===== config.mk =====
export PLATFORM = sky130hd
export DESIGN_NAME = bin2bcd_seq
export DESIGN_NICKNAME = d
export VERILOG_FILES = /design/src/rtl/osc_disp_pkg.sv /design/src/rtl/bcd_add3.sv /design/src/rtl/bin2bcd_seq.sv
export SDC_FILE = /design/constraint.sdc
export NUM_CORES = 1
export LEC_CHECK = 0
export BUFFER_PORTS_ARGS = -buffer_cell sky130_fd_sc_hd__buf_4
export CAP_MARGIN = 20
export CORE_ASPECT_RATIO = 1.5
export CORE_MARGIN = 1.5
export CORE_UTILIZATION = 53
export CTS_BUF_LIST = sky130_fd_sc_hd__clkbuf_4
export CTS_CLUSTER_SIZE = 8
export DETAILED_ROUTE_END_ITERATION = 10
export PLACE_DENSITY = 0.81
export SLEW_MARGIN = 30
export SYNTH_ARGS = -nofsm -noshare
export SYNTH_HDL_FRONTEND = slang
export SYNTH_SLANG_ARGS = --single-unit

===== constraint.sdc =====
create_clock -name clk -period 2.08 [get_ports clk]
set_clock_uncertainty 0.1 [all_clocks]
set_input_delay 0.416 -clock clk [delete_from_list [all_inputs] [get_ports clk]]
set_output_delay 0.416 -clock clk [all_outputs]
set_load 0.1 [all_outputs]

===== src/rtl/osc_disp_pkg.sv =====
// Shared constants, state encoding and decimal-point decode for the
// oscilloscope display path.
package osc_disp_pkg;

    localparam int DIGITS = 6;
    localparam int BCD_W  = 24;
    localparam int BIN_W  = 20;

    localparam logic [BIN_W-1:0] MAX_DEC = 20'd999999;
    localparam logic [2:0]       DP_NONE = 3'd7;

    typedef enum logic [1:0] {
        IDLE  = 2'd0,
        SHIFT = 2'd1,
        LOAD  = 2'd2
    } state_e;

    // One-hot decimal point for digit index 0..5; indices 6 and 7 light nothing.
    function automatic logic [DIGITS-1:0] dp_decode(input logic [2:0] sel);
        dp_decode = '0;
        if (sel != DP_NONE && sel != 3'd6)
            dp_decode = 6'b000001 << sel;
    endfunction

endpackage


===== src/rtl/bcd_add3.sv =====
// Double-dabble digit corrector: digits of 5 or more get +3 before the shift,
// so the shifted digit lands in 0..9 with a clean carry into the next digit.
module bcd_add3 (
    input  logic [3:0] d_i,
    output logic [3:0] d_o
);

    assign d_o = (d_i >= 4'd5) ? (d_i + 4'd3) : d_i;

endmodule


===== src/rtl/bin2bcd_seq.sv =====
// Sequential 20-bit binary to 6-digit packed BCD converter, one bit per clock.
// Outputs only change on the LOAD cycle so the display never sees partial results.
// Build option: define BCD_SATURATE_EN to clamp out-of-range inputs to 999999
// instead of showing the value modulo 1000000.
module bin2bcd_seq
    import osc_disp_pkg::*;
#(
    parameter int IN_W = 20
) (
    input  logic              clk,
    input  logic              rst_n,
    input  logic              start,
    input  logic [IN_W-1:0]   bin,
    input  logic [2:0]        dp_sel,
    output logic              busy,
    output logic              done,
    output logic [BCD_W-1:0]  num,
    output logic [DIGITS-1:0] pts,
    output logic              ovf
);

    state_e              state_q, state_d;
    logic [4:0]          cnt_q, cnt_d;
    logic [IN_W-1:0]     sr_q, sr_d;
    logic [BCD_W-1:0]    acc_q, acc_d;
    logic [BCD_W-1:0]    acc_adj;
    logic [2:0]          dp_q, dp_d;
    logic                ovfc_q, ovfc_d;
    logic [BCD_W-1:0]    num_q, num_d;
    logic [DIGITS-1:0]   pts_q, pts_d;
    logic                ovf_q, ovf_d;
    logic                done_q, done_d;
    logic                busy_q, busy_d;
    logic [BCD_W-1:0]    result;

    // Per-digit add-3 correction of the accumulator ahead of each shift.
    for (genvar k = 0; k < DIGITS; k++) begin : g_dig
        bcd_add3 u_add3 (
            .d_i (acc_q[4*k +: 4]),
            .d_o (acc_adj[4*k +: 4])
        );
    end

`ifdef BCD_SATURATE_EN
    assign result = ovfc_q ? 24'h999999 : acc_q;
`else
    assign result = acc_q;
`endif

    // State register.
    always_ff @(posedge clk or negedge rst_n) begin
        if (!rst_n) state_q <= IDLE;
        else        state_q <= state_d;
    end

    // Next-state: 20 shift cycles, then one commit cycle.
    always_comb begin
        state_d = state_q;
        case (state_q)
            IDLE:    if (start) state_d = SHIFT;
            SHIFT:   if (cnt_q == 5'd0) state_d = LOAD;
            LOAD:    state_d = IDLE;
            default: state_d = IDLE;
        endcase
    end

    // Datapath and output next values per state.
    always_comb begin
        cnt_d  = cnt_q;
        sr_d   = sr_q;
        acc_d  = acc_q;
        dp_d   = dp_q;
        ovfc_d = ovfc_q;
        num_d  = num_q;
        pts_d  = pts_q;
        ovf_d  = ovf_q;
        busy_d = busy_q;
        done_d = 1'b0;
        case (state_q)
            IDLE: begin
                if (start) begin
                    sr_d   = bin;
                    acc_d  = '0;
                    cnt_d  = 5'(IN_W - 1);
                    dp_d   = dp_sel;
                    ovfc_d = (bin > MAX_DEC);
                    busy_d = 1'b1;
                end
            end
            SHIFT: begin
                // Top digit's outgoing bit falls off the end.
                acc_d = {acc_adj[BCD_W-2:0], sr_q[IN_W-1]};
                sr_d  = {sr_q[IN_W-2:0], 1'b0};
                cnt_d = cnt_q - 5'd1;
            end
            LOAD: begin
                num_d  = result;
                pts_d  = dp_decode(dp_q);
                ovf_d  = ovfc_q;
                done_d = 1'b1;
                busy_d = 1'b0;
            end
            default: ;
        endcase
    end

    // Datapath and registered outputs.
    always_ff @(posedge clk or negedge rst_n) begin
        if (!rst_n) begin
            cnt_q  <= '0;
            sr_q   <= '0;
            acc_q  <= '0;
            dp_q   <= '0;
            ovfc_q <= 1'b0;
            num_q  <= '0;
            pts_q  <= '0;
            ovf_q  <= 1'b0;
            busy_q <= 1'b0;
            done_q <= 1'b0;
        end else begin
            cnt_q  <= cnt_d;
            sr_q   <= sr_d;
            acc_q  <= acc_d;
            dp_q   <= dp_d;
            ovfc_q <= ovfc_d;
            num_q  <= num_d;
            pts_q  <= pts_d;
            ovf_q  <= ovf_d;
            busy_q <= busy_d;
            done_q <= done_d;
        end
    end

    assign busy = busy_q;
    assign done = done_q;
    assign num  = num_q;
    assign pts  = pts_q;
    assign ovf  = ovf_q;

endmodule


==> impl_results.md <==
* Unique cell type count in the Yosys netlist at 35
* Initial Util at 0.5487
* Synth Flop Type: dfrtp_1
* Area Overhead vs Synth at 17.55%
* # diodes at 0
* Layout cells sized above 1 at 0.2593
* Outcome: finished clean
* Crit path kind: reg -> reg
* Min Tclk post-route at 1860 ps
* Startpoint Class: flop
* DR vias at 2902
* Max Cap Viol at 0
* Core area at 0.007274 mm2
* Clk slew on worst S/H paths at 130 ps
* Final setup fails at 0
* Die width at 73.86 um
* Worst Path Required at 2280 ps
* Top Ports at 59
* GP Congestion at 0.7984
* RR Startpoint: state_q[1]
* Ys async rst share at 1.000
* DR pass1 iterations at 4
* Clock Sinks at 88
* DRT antenna net count at 0
* Die H at 109.3 um
* CTS buffer count at 9
* Final instance area at 0.004692 mm2
* Syn_nets at 407
* Fmax at 537.7 MHz
* Largest net degree at the start of global routing at 48
* Largest stage delay, worst path at 660 ps
* Flops & latches, synth at 88
* Syn Inst Count at 368
* CTS tree: yes
* Initial antenna violation count at 0
* H-tree lvl count at 3
* Post-synth EDFFs at 0
* DRC errors left at 0
* Drt initial violations at 163
* FP Rows at 38
* Setup TNS at 0 ps
* Ys Warns at 0
* Maximum clock insertion buffer count at 2
* Total track usage at 0.2131
* Fillers at 582
* Die footprint at 0.008071 mm2
* Data arrival, critical path at 2060 ps
* R2R setup slack at 220 ps
* Yosys top cell by area: dfrtp_1
* Post-synthesis sequential area ratio at 0.5517
* Hold depth at 3
* Avg Synthesized Cell Area at 10.85 um2
* Crit path max fanout at 13
* Hold Violations, Final at 0
* Worst hold path class: in -> reg
* Vias in the first global route at 2884
* Slew Limit Fails at 0
* Post-Route WL at 7622 um
* Top cell type's share of synthesized area at 0.5517
* Period utilisation layout at 0.8942
* R2R Path End: acc_q[21]
* First-pass GRT wire length at 13100 um
* Worst skew pair latency at 430 ps
* Setup bufs post-CTS at 0
* Nets at 466
* Setup crit end kind: flop
* Vias per cell at 5.455
* Synthesized area at 0.003991 mm2
* Slew Limit Headroom at 0.5191
* Hold path start: bin[0]
* Placed inst area at 0.004523 mm2
* Slew @ Worst Pin at 720.5 ps
* Synth area leaders: dfrtp_1, nand2_1, mux2_2, o21ai_0, ha_1
* CP max stage cell: or3b_1
* CTS root buffer: clkbuf_4
* RSZ-0062 raised after global routing: no
* Routed len/inst at 14.33 um
* GRT overflow at 0
* Worst Reg-to-Reg Cells at 4
* Crit path cell chain: or3b_1 -> buf_4 -> nand3_1 -> o21ai_1
* Port buffer count at 58
* Hold worst-path end: sr_q[0]
* Hpwl dp at 5368 um
-- stage by stage --
step,setup slack (ps),util,cells,hold slack (ps)
detailed placement,219.8,0.6218,515,328.8
CTS,215.4,0.6450,532,59.54
global route,82.92,0.6450,532,48.72
finish,220.1,0.6450,532,73.82
global placement,252.6,0.6218,515,321.1
floorplan,444.2,-,368,20.41
-- cell type report --
type,instances,area [um2],area share
Clock buffer,10,75.07,0.01600
Clock inverter,6,83.83,0.01787
Timing Repair Buffer,68,525.5,0.1120
Inverter,19,71.32,0.01520
Multi-Input combinational cell,241,1609,0.3429
Tap cell,100,125.1,0.02667
Sequential cell,88,2202,0.4693
-- layer usage --
layer | track usage | vias to the layer above | routed length [um]
li1 | - | 1407 | -
met1 | 0.2665 | 1423 | 3236
met2 | 0.3584 | 61 | 3962
met3 | 0.04067 | 11 | 271
met4 | 0.08730 | 0 | 152
met5 | 0 | - | 0
-- repair_timing --
action                    in CTS  in global routing
gates resized for setup        0                  0
hold buffers                   1                  0
hold endpoints to repair      36                  0
-- Yosys cell counts (4+ instances only) --
cell type  number
xnor2_1         6
nand2b_1        7
nand3_1        20
buf_2          12
a22oi_1        19
nor3_1          4
nand2_1        62
o21ai_0        36
a32o_1          6
mux2_2         19
inv_1          19
a22o_1          4
nor2_1          5
a21oi_1         8
ha_1           13
xor2_1          5
o31ai_1         6
dfrtp_1        88
o31ai_2         6
-- state kept, by name, indices dropped and copies added, names as in the netlist, 2 cells and up --
name	flops
sr_q	20
acc_q	24
cnt_q	5
dp_q	3
pts	6
num	24
state_q	2
-- critical path, delay by kind of cell, from the launching register on --
family | cells | cell delay [ps]
buffers and inverters | 1 | 310
AOI/OAI and AO/OA | 1 | 100
and+or+nand+nor | 2 | 780
DFF | 1 | 440
-- cell families after synthesis --
family / count (synthesis) / synth area share
simple gates: 107 / 0.1235
xor+xnor: 11 / 0.02414
buf+inv: 39 / 0.04702
mux: 19 / 0.05361
fa+ha+maj: 13 / 0.04075
compound gates: 91 / 0.1592
flops: 88 / 0.5517
-- how the worst max path moves through the flow --
stage / depth (start not counted) / endpoint / startpoint / slack, ps
floorplan: 6 / acc_q[2] / acc_q[0] / 440
global placement: 5 / acc_q[23] / start / 250
detailed placement: 5 / acc_q[11] / start / 220
CTS: 4 / acc_q[21] / state_q[1] / 220
global route: 6 / acc_q[10] / acc_q[8] / 80
finish: 4 / acc_q[21] / state_q[1] / 220
-- placed cells by master, fill, tap and decap left out, types with 2 or more instances in the layout --
cell / Yosys / final
dfrtp_1: 88 / 88
buf_4: 3 / 66
nand2_1: 62 / 62
o21ai_0: 36 / 36
nand3_1: 20 / 20
inv_1: 19 / 19
mux2_2: 19 / 19
a22oi_1: 19 / 19
ha_1: 13 / 13
clkbuf_4: 0 / 10
a21oi_1: 8 / 8
nand2b_1: 7 / 6
o31ai_1: 6 / 6
o31ai_2: 6 / 6
a32o_1: 6 / 6
xnor2_1: 6 / 6
xor2_1: 5 / 5
nor2_1: 5 / 5
nor3_1: 4 / 4
a22o_1: 4 / 4
or4_1: 2 / 2
o41ai_1: 2 / 2
clkinvlp_4: 0 / 2
bufinv_16: 0 / 2
Power is not shown: default switching activity piles up to over one toggle a cycle in this logic, so the estimate is an artifact.
